### config.mk
export PLATFORM = sky130hd
export DESIGN_NAME = bias_relu_stage_flat
export DESIGN_NICKNAME = d
export VERILOG_FILES = /design/src/rtl/bias_relu_pkg.sv /design/src/rtl/bias_relu_stage_if.sv /design/src/rtl/bias_relu_lane.sv /design/src/rtl/bias_relu_stage.sv /design/src/flat_wrapper.sv
export SDC_FILE = /design/constraint.sdc
export NUM_CORES = 1
export LEC_CHECK = 0
export ABC_AREA = 1
export ABC_CLOCK_PERIOD_IN_PS = 24600
export BUFFER_PORTS_ARGS = -buffer_cell sky130_fd_sc_hd__clkbuf_2
export CAP_MARGIN = 30
export CORE_ASPECT_RATIO = 0.8
export CORE_MARGIN = 2
export CORE_UTILIZATION = 50
export CTS_CLUSTER_SIZE = 20
export DETAILED_ROUTE_END_ITERATION = 10
export PLACE_DENSITY = 0.75
export SYNTH_ARGS = -nofsm -noshare
export SYNTH_HDL_FRONTEND = slang
export SYNTH_SLANG_ARGS = --single-unit
### constraint.sdc
create_clock -name clk -period 24.6 [get_ports clk]
set_input_delay 1.23 -clock clk [delete_from_list [all_inputs] [get_ports clk]]
set_output_delay 1.23 -clock clk [all_outputs]
set_load 0.02 [all_outputs]
### src/rtl/bias_relu_pkg.sv
// Shared constants and the round/ReLU/saturate helper for bias stages.
package bias_relu_pkg;

    localparam int BIAS_W  = 18;
    localparam int OUT_W   = 16;
    localparam int OUT_MAX = 32767;
    localparam int OUT_MIN = -32768;

    // Round half up, arithmetic right shift by 'shift' (>=1), then clamp to
    // the 16-bit activation range. With relu set, negatives clamp to zero.
    function automatic logic signed [OUT_W-1:0] round_shift_sat(
        input logic signed [31:0] sum,
        input logic               relu,
        input int                 shift = 2
    );
        logic signed [31:0] r;
        r = (sum + (32'sd1 <<< (shift - 1))) >>> shift;
        if (relu && (r < 0)) begin
            return '0;
        end
        if (r > OUT_MAX) begin
            return OUT_W'(OUT_MAX);
        end
        if (r < OUT_MIN) begin
            return OUT_W'(OUT_MIN);
        end
        return r[OUT_W-1:0];
    endfunction

endpackage

### src/rtl/bias_relu_stage_if.sv
// Handshake and data bus between adder trees, bias ROM and the bias/ReLU stage.
interface bias_relu_stage_if #(
    parameter int N_LANES    = 8,
    parameter int NUM_GROUPS = 2,
    parameter int ACC_W      = 18
);
    localparam int GRP_W = (NUM_GROUPS > 1) ? $clog2(NUM_GROUPS) : 1;

    logic [NUM_GROUPS*N_LANES*18-1:0] bias_bank;
    logic                             frame_start;
    logic                             in_valid;
    logic                             in_ready;
    logic [N_LANES*ACC_W-1:0]         in_acc;
    logic                             out_valid;
    logic                             out_ready;
    logic [N_LANES*16-1:0]            out_data;
    logic [GRP_W-1:0]                 out_grp;
    logic                             out_last;

    modport master (
        output bias_bank, frame_start, in_valid, in_acc, out_ready,
        input  in_ready, out_valid, out_data, out_grp, out_last
    );

    modport slave (
        input  bias_bank, frame_start, in_valid, in_acc, out_ready,
        output in_ready, out_valid, out_data, out_grp, out_last
    );

endinterface

### src/rtl/bias_relu_lane.sv
// Output stage for one lane: round-shift, optional ReLU, saturate, register.
module bias_relu_lane
    import bias_relu_pkg::*;
#(
    parameter int SUM_W = 20,
    parameter int SHIFT = 2,
    parameter int RELU  = 1
) (
    input  logic                    clk,
    input  logic                    rst,
    input  logic                    en,
    input  logic                    in_valid,
    input  logic signed [SUM_W-1:0] sum,
    output logic [OUT_W-1:0]        data_q
);

    logic [OUT_W-1:0] data_d;

    // Load a new activation only when the pipeline advances with valid data.
    always_comb begin
        data_d = data_q;
        if (en && in_valid) begin
            data_d = round_shift_sat(32'(sum), (RELU != 0), SHIFT);
        end
    end

    // Activation register, cleared by reset.
    always_ff @(posedge clk or posedge rst) begin
        if (rst) begin
            data_q <= '0;
        end else begin
            data_q <= data_d;
        end
    end

endmodule

### src/rtl/bias_relu_stage.sv
// Two-stage bias-add / ReLU / saturate pipeline with per-beat bias group select.
module bias_relu_stage
    import bias_relu_pkg::*;
#(
    parameter int N_adder_tree = 8,
    parameter int NUM_GROUPS   = 2,
    parameter int ACC_W        = 18,
    parameter int SHIFT        = 2,
    parameter int RELU         = 1
) (
    input logic              clk,
    input logic              rst,
    bias_relu_stage_if.slave bus
);

    localparam int GRP_W = (NUM_GROUPS > 1) ? $clog2(NUM_GROUPS) : 1;
    localparam int SUM_W = ACC_W + 2;
    localparam logic [GRP_W-1:0] GRP_LAST = GRP_W'(NUM_GROUPS - 1);

    logic en;
    logic accept;
    logic [GRP_W-1:0] grp_sel;

    logic [GRP_W-1:0] grp_cnt_d, grp_cnt_q;
    logic             s1_valid_d, s1_valid_q;
    logic [GRP_W-1:0] s1_grp_d, s1_grp_q;
    logic signed [SUM_W-1:0] s1_sum_d [N_adder_tree];
    logic signed [SUM_W-1:0] s1_sum_q [N_adder_tree];
    logic             out_valid_d, out_valid_q;
    logic [GRP_W-1:0] out_grp_d, out_grp_q;
    logic             out_last_d, out_last_q;
    logic [OUT_W-1:0] lane_data [N_adder_tree];

    assign en          = !out_valid_q || bus.out_ready;
    assign accept      = bus.in_valid && en;
    assign bus.in_ready  = en;
    assign bus.out_valid = out_valid_q;
    assign bus.out_grp   = out_grp_q;
    assign bus.out_last  = out_last_q;

    // frame_start forces the current beat onto group 0.
    always_comb begin
        grp_sel = bus.frame_start ? '0 : grp_cnt_q;
    end

    // Next state for group counter, stage 1 and stage-2 control.
    always_comb begin
        grp_cnt_d   = grp_cnt_q;
        s1_valid_d  = s1_valid_q;
        s1_grp_d    = s1_grp_q;
        out_valid_d = out_valid_q;
        out_grp_d   = out_grp_q;
        out_last_d  = out_last_q;
        for (int i = 0; i < N_adder_tree; i++) begin
            s1_sum_d[i] = s1_sum_q[i];
        end
        if (en) begin
            s1_valid_d = accept;
            s1_grp_d   = grp_sel;
            if (accept) begin
                grp_cnt_d = (grp_sel == GRP_LAST) ? '0 : grp_sel + GRP_W'(1);
                for (int i = 0; i < N_adder_tree; i++) begin
                    s1_sum_d[i] =
                        SUM_W'($signed(bus.in_acc[ACC_W*i +: ACC_W])) +
                        SUM_W'($signed(bus.bias_bank[BIAS_W*(int'(grp_sel)*N_adder_tree + i) +: BIAS_W]));
                end
            end else if (bus.frame_start) begin
                grp_cnt_d = '0;
            end
            out_valid_d = s1_valid_q;
            if (s1_valid_q) begin
                out_grp_d  = s1_grp_q;
                out_last_d = (s1_grp_q == GRP_LAST);
            end
        end
    end

    // Pipeline registers; reset flushes both stages and the group counter.
    always_ff @(posedge clk or posedge rst) begin
        if (rst) begin
            grp_cnt_q   <= '0;
            s1_valid_q  <= 1'b0;
            s1_grp_q    <= '0;
            out_valid_q <= 1'b0;
            out_grp_q   <= '0;
            out_last_q  <= 1'b0;
            for (int i = 0; i < N_adder_tree; i++) begin
                s1_sum_q[i] <= '0;
            end
        end else begin
            grp_cnt_q   <= grp_cnt_d;
            s1_valid_q  <= s1_valid_d;
            s1_grp_q    <= s1_grp_d;
            out_valid_q <= out_valid_d;
            out_grp_q   <= out_grp_d;
            out_last_q  <= out_last_d;
            for (int i = 0; i < N_adder_tree; i++) begin
                s1_sum_q[i] <= s1_sum_d[i];
            end
        end
    end

    for (genvar g = 0; g < N_adder_tree; g++) begin : g_lane
        bias_relu_lane #(
            .SUM_W (SUM_W),
            .SHIFT (SHIFT),
            .RELU  (RELU)
        ) u_lane (
            .clk      (clk),
            .rst      (rst),
            .en       (en),
            .in_valid (s1_valid_q),
            .sum      (s1_sum_q[g]),
            .data_q   (lane_data[g])
        );
        assign bus.out_data[OUT_W*g +: OUT_W] = lane_data[g];
    end

endmodule

### src/flat_wrapper.sv
// flat-port wrapper written by rule: the top's interface ports become plain ports
module bias_relu_stage_flat import bias_relu_pkg::*;
#(
    parameter int N_adder_tree = 8,
    parameter int NUM_GROUPS   = 2,
    parameter int ACC_W        = 18,
    parameter int SHIFT        = 2,
    parameter int RELU         = 1
)
  (clk, rst, bus_bias_bank, bus_frame_start, bus_in_valid, bus_in_acc, bus_out_ready, bus_in_ready, bus_out_valid, bus_out_data, bus_out_grp, bus_out_last);
  bias_relu_stage_if #(.N_LANES((8)), .NUM_GROUPS(NUM_GROUPS), .ACC_W(ACC_W)) bus_i ();
  input logic clk;
  input logic rst;
  input wire logic [$bits(bus_i.bias_bank)-1:0] bus_bias_bank;
  input wire logic [$bits(bus_i.frame_start)-1:0] bus_frame_start;
  input wire logic [$bits(bus_i.in_valid)-1:0] bus_in_valid;
  input wire logic [$bits(bus_i.in_acc)-1:0] bus_in_acc;
  input wire logic [$bits(bus_i.out_ready)-1:0] bus_out_ready;
  output wire logic [$bits(bus_i.in_ready)-1:0] bus_in_ready;
  output wire logic [$bits(bus_i.out_valid)-1:0] bus_out_valid;
  output wire logic [$bits(bus_i.out_data)-1:0] bus_out_data;
  output wire logic [$bits(bus_i.out_grp)-1:0] bus_out_grp;
  output wire logic [$bits(bus_i.out_last)-1:0] bus_out_last;
  assign bus_i.bias_bank = bus_bias_bank;
  assign bus_i.frame_start = bus_frame_start;
  assign bus_i.in_valid = bus_in_valid;
  assign bus_i.in_acc = bus_in_acc;
  assign bus_i.out_ready = bus_out_ready;
  assign bus_in_ready = bus_i.in_ready;
  assign bus_out_valid = bus_i.out_valid;
  assign bus_out_data = bus_i.out_data;
  assign bus_out_grp = bus_i.out_grp;
  assign bus_out_last = bus_i.out_last;
  bias_relu_stage #(.N_adder_tree(N_adder_tree), .NUM_GROUPS(NUM_GROUPS), .ACC_W(ACC_W), .SHIFT(SHIFT), .RELU(RELU)) u_core (.clk(clk), .rst(rst), .bus(bus_i));
endmodule
=== After elaboration in Yosys (flattened, before gate mapping) ===
Index checks and enable logic that the tools add are counted.

* Bits in registers: 285
* Input bits: 437

* Multipliers: 8
* Magnitude comparators: 24
* Shifts and indexed selects: 8
* Reduce and logical (&&, ||, !) cells: 6
* Add/subtract/negate cells: 24
* Muxes and demuxes: 123

{| class="wikitable"
|+ Operators by type and width
! kind !! count
|-
| $shiftx 288x32->18 || 7
|-
| $mux 16 || 48
|-
| $shiftx 288x10->18 || 1
|-
| $mul 5x32->31 const A || 7
|-
| $add 19x3->20 const B || 8
|-
| $add 18x18->19 || 8
|-
| $gt 18x16->1 const B || 8
|-
| $lt 18x1->1 const B || 8
|-
| $lt 18x16->1 const B || 8
|-
| $mux 1 || 75
|-
| $add 4x3->5 const B || 4
|-
| $add 4x2->5 const B || 2
|-
| $add 4x1->5 const B || 1
|-
| $mul 4x1->5 const A || 1
|-
| $reduce_and 2->1 || 2
|-
| $logic_and 1x1->1 || 2
|-
| $add 1x1->1 const B || 1
|-
| $logic_not 1->1 || 1
|-
| $logic_or 1x1->1 || 1
|}

=== Longest topological paths before layout ===
* Depth in word-level cells: 12
* Gate-level depth with buffers: 21

=== Hierarchy ===
A second synthesis with hierarchy kept.

* Cells, all modules: 3770
* Area total of the unflattened synthesis: 24559.8 um2

{| class="wikitable"
|+ By module, submodules not included
! module !! area an instance (um2) !! times used !! sequential area each (um2) !! cells each
|-
| bias_relu_stage || 15621.2 || 1 || 3928.8 || 2578
|-
| bias_relu_lane || 1117.3 || 8 || 400.4 || 149
|}

=== Least setup slack after synthesis ===
No wires, ideal clock.

* Path type: input port to flip-flop
* Start point: input bus_frame_start
* End point: register u_core.s1_sum_q[132] (netlist bit)
* Arrival time: 3372 ps
* Data required time: 24467 ps
* Path slack: 21095 ps
* Library setup time: 133 ps
* Stages on the path: 15
* Cell sequence: clkinv_1 -> nand2_2 -> inv_1 -> clkbuf_1 -> clkbuf_1 -> nand2_1 -> nand2_1 -> ha_1 -> a21oi_1 -> o21ai_0 -> inv_1 -> nand3_1 -> or2_2 -> nand3_1 -> o21ai_0

* Cells in the longest elaborated chain, start to end: 5

{| class="wikitable"
|+ RTL lines
! element !! line !! source
|-
| from (decl) || flat_wrapper.sv:15 || <nowiki>input wire logic [$bits(bus_i.frame_start)-1:0] bus_frame_start;</nowiki>
|-
| $mux 1 || -- ||
|-
| $add 4x1->5 || bias_relu_stage.sv:65 || <nowiki>SUM_W'($signed(bus.bias_bank[BIAS_W*(int'(grp_sel)*N_adder_tree + i) +: BIAS_W]));</nowiki>
|-
| $mul 5x32->31 || bias_relu_stage.sv:65 ||
|-
| $shiftx 288x32->18 || bias_relu_stage.sv:65 ||
|-
| $add 18x18->19 || bias_relu_stage.sv:64 || <nowiki>SUM_W'($signed(bus.in_acc[ACC_W*i +: ACC_W])) +</nowiki>
|-
| to (signal, indexed assignment) || bias_relu_stage.sv:98 || <nowiki>s1_sum_q[i] <= s1_sum_d[i];</nowiki>
|-
| to (decl) || bias_relu_stage.sv:28 || <nowiki>logic signed [SUM_W-1:0] s1_sum_q [N_adder_tree];</nowiki>
|}

No other way between the ends.
A chain may end at the register's enable or synchronous reset.

=== Final worst setup path ===
Ends and elaborated chain as after synthesis.

==> qor_table.md <==
| Parameter | Reported |
|:---|:---|
| Post-synth top flop | dfrtp_1 |
| Critical-path maximum fanout | 86 |
| Max-cap violations | 0 |
| All-layer global routing usage | 0.334 |
| Transition time of the tightest slew-check pin | 1.02 ns |
| Starting Density | 0.509 |
| Core footprint | 47300 um^2 |
| Vias in the first global route | 24.6k |
| Die width | 250 um |
| Master cell of the clock root buffer | clkbuf_16 |
| Post-cts resize count | 0 |
| I/O pin count | 569 |
| DR DRC count | 0 |
| First-pass GRT wire length | 134000 um |
| Clk_lat worst skew | 0.54 ns |
| Post-DP HPWL | 68500 um |
| Average wire per cell in the routed design | 17.2 um |
| Class of the tightest hold or removal check | reg2reg |
| Mean area per synthesized cell | 6.43 um^2 |
| Final Hold Vio Count | 0 |
| Critical path data required time | 25.01 ns |
| Signal arrival time at the worst endpoint | 5.14 ns |
| Maximum level of the CTS H-tree | 2 |
| Register bit count reported by yosys | 277 |
| EDFF count, synth | 0 |
| Violation count after the first detailed-route iteration | 2169 |
| Max rail drop VDD | 0.0391 mV |
| Clock Skews | 0.0187 ns |
| Via Count | 26.4k |
| Share of layout cells above drive strength 1 | 0.172 |
| Total power | 2.43 mW |
| Reported leakage power | 15.7 nW |
| Normalized max-slew margin | 0.320 |
| Warning count from the yosys run | 0 |
| Syn nets | 4342 |
| Number of distinct standard cells referenced by the synthesized netlist | 45 |
| Crit share post-route | 0.192 |
| Clock tree from TritonCTS | done |
| Gp weighted congestion | 1.00 |
| Pins Over Slew Limit | 0 |
| Type of the setup path with the least slack | in2reg |
| Worst Reg-to-Reg Cells | 13 |
| Sequential share of the synthesized area | 0.287 |
| Post-synth design cell area | 24100 um^2 |
| Via density | 5.37 |
| Startpoint type of the worst setup path | input pin |
| Die area | 50000 um^2 |
| Fraction of registers with async set or reset after synthesis | 1.00 |
| Layout overhead on the synthesized area | 18.2% |
| Final layout net count | 4856 |
| Outcome | completed |
| Setup bufs post-CTS | 0 |
| Hold-critical path depth | 2 |
| Detailed-route wire length | 84700 um |
| First-pass detailed-route iteration total | 6 |
| Number of antenna violations at the first check in global routing | 4 |
| Antenna Nets Post-Route | 0 |
| Chip Height | 200 um |
| Row count | 71 |
| Maximum clock insertion buffer count | 3 |
| RSZ-0062 raised after global routing | false |
| Final global-route overflow total | 0 |
| Hold bufs inserted after CTS | 0 |
| CTS buffer count | 34 |
| Final worst path period need | 4.73 ns |
| Power density normalized to cell area | 85.2 nW/um^2 |
| Number of buffer cells added on primary ports | 568 |
| Gate count of the mapped netlist | 3753 |
| Total of endpoints with negative setup slack in the final report | 0 |
| Crit. End Element | flip-flop |
| Maximum frequency from static timing analysis | 211 MHz |
| Pin count of the biggest net entering global routing | 161 |
| Number of clock sinks | 277 |
| Clock transition at the register clock pins on the worst setup and hold paths after CTS | 0.06 ns |
| Setup total negative slack | 0 ns |
registers in the layout, indices dropped and copies added, names as in the netlist:
| name | flops |
|---|---|
| u_core.grp_cnt_q | 1 |
| u_core.s1_grp_q | 1 |
| u_core.bus.out_valid | 1 |
| u_core.s1_valid_q | 1 |
| u_core.g_lane.u_lane.data_q | 128 |
| u_core.bus.out_grp | 1 |
| u_core.s1_sum_q | 144 |
through the flow:
| step | worst slack [ns] | area [um^2] | hold slack, ns | cells | util |
|---|---|---|---|---|---|
| after floorplan | 15.73 | 24100 | 0.449 | 3753 | - |
| after global placement | 19.45 | 27300 | 0.462 | 4849 | 0.577 |
| after detailed placement | 19.42 | 27400 | 0.464 | 4851 | 0.579 |
| after CTS | 19.99 | 28500 | 0.480 | 4910 | 0.602 |
| after global routing | 19.57 | 28500 | 0.498 | 4912 | 0.602 |
| final | 19.87 | 28500 | 0.474 | 4914 | 0.602 |
cells by family after synthesis:
family | share of synthesized area
and+or+nand+nor | 0.400
xor gates and xnor gates | 0.0570
AOI/OAI and AO/OA | 0.103
buffers and inverters | 0.0717
adders and majority gates | 0.0813
DFF | 0.287
cells in the final DEF, fill, tap and decap left out, types with 26 or more instances in the layout:
cell type,n
clkbuf_2,568
o21ai_0,196
ha_1,144
xor2_1,99
nor3_1,46
nand3b_1,35
nand4_1,73
xnor2_1,56
o211ai_1,26
nand2_2,39
nor2_1,268
a31oi_1,29
dfrtp_1,277
a21oi_1,147
nand2_1,1555
clkbuf_16,35
inv_1,321
nand3_1,221
worst max-delay path, stage by stage:
cell	delay [ns]
clkbuf_2	0.10
clkinv_1	0.32
nand2_8	0.39
inv_4	0.64
buf_4	0.67
nand2_1	0.10
nand2_1	0.09
ha_1	0.30
a21oi_1	0.30
o21ai_0	0.18
inv_1	0.09
nand3_1	0.09
or2_2	0.27
nand3_1	0.06
o21ai_0	0.07
routing by layer:
layer	global-route usage	share of wire	up-vias
li1	-	-	13100
met1	0.471	0.46	12100
met2	0.518	0.43	1059
met3	0.0634	0.079	137
met4	0.104	0.030	0
met5	0	0	-
final cells by class:
cell class	count	area (um^2)
clock inverters	16	136
diodes	4	10.0
inverters	328	1250
clock buffers	43	966
well taps	620	776
flip-flops and latches	277	6930
multi-input cells	3050	15500
fillers	4669	18800
repair buffers	576	2960
cell usage after synthesis, types with 9 or more instances:
cell      count  area [um^2]
nand2_1    1555         5840
inv_1       324         1220
dfrtp_1     277         6930
nor2_1      269         1010
nand3_1     221         1110
o21ai_0     196          981
a21oi_1     147          736
ha_1        144         1800
xor2_1       99          867
nand4_1      73          457
xnor2_1      56          490
nor3_1       46          230
clkbuf_1     44          165
nand2_2      40          250
buf_2        35          175
nand3b_1     35          263
a31oi_1      29          181
o211ai_1     26          195
o21bai_1     17          128
nor2_4       14          158
or2_2        14         87.6
nor2_2       12         75.1
o21a_1       11         82.6
buf_4         9         67.6
report_power, final:
part / switching [mW] / internal (mW) / total, mW
clock network: 0.212 / 0.291 / 0.503
registers: 0.165 / 0.621 / 0.787
logic: 0.752 / 0.388 / 1.14
final timing paths:
path	from	endpoint	slack (ns)
setup / recovery	bus_frame_start	u_core.s1_sum_q[132]$_DFFE_PP0P_	19.87
hold / removal	u_core.g_lane[7].u_lane.data_q[10]$_DFFE_PP0P_	u_core.g_lane[7].u_lane.data_q[10]$_DFFE_PP0P_	0.47
setup reg to reg	u_core.grp_cnt_q$_DFFE_PP0N_	u_core.s1_sum_q[132]$_DFFE_PP0P_	20.24
hold reg to reg	u_core.g_lane[7].u_lane.data_q[10]$_DFFE_PP0P_	u_core.g_lane[7].u_lane.data_q[10]$_DFFE_PP0P_	0.47
max in group asynchronous	rst	u_core.g_lane[1].u_lane.data_q[14]$_DFFE_PP0P_	22.35
min in group asynchronous	rst	u_core.g_lane[7].u_lane.data_q[0]$_DFFE_PP0P_	0.84
Note: power is estimated with default switching activity, not from simulation.
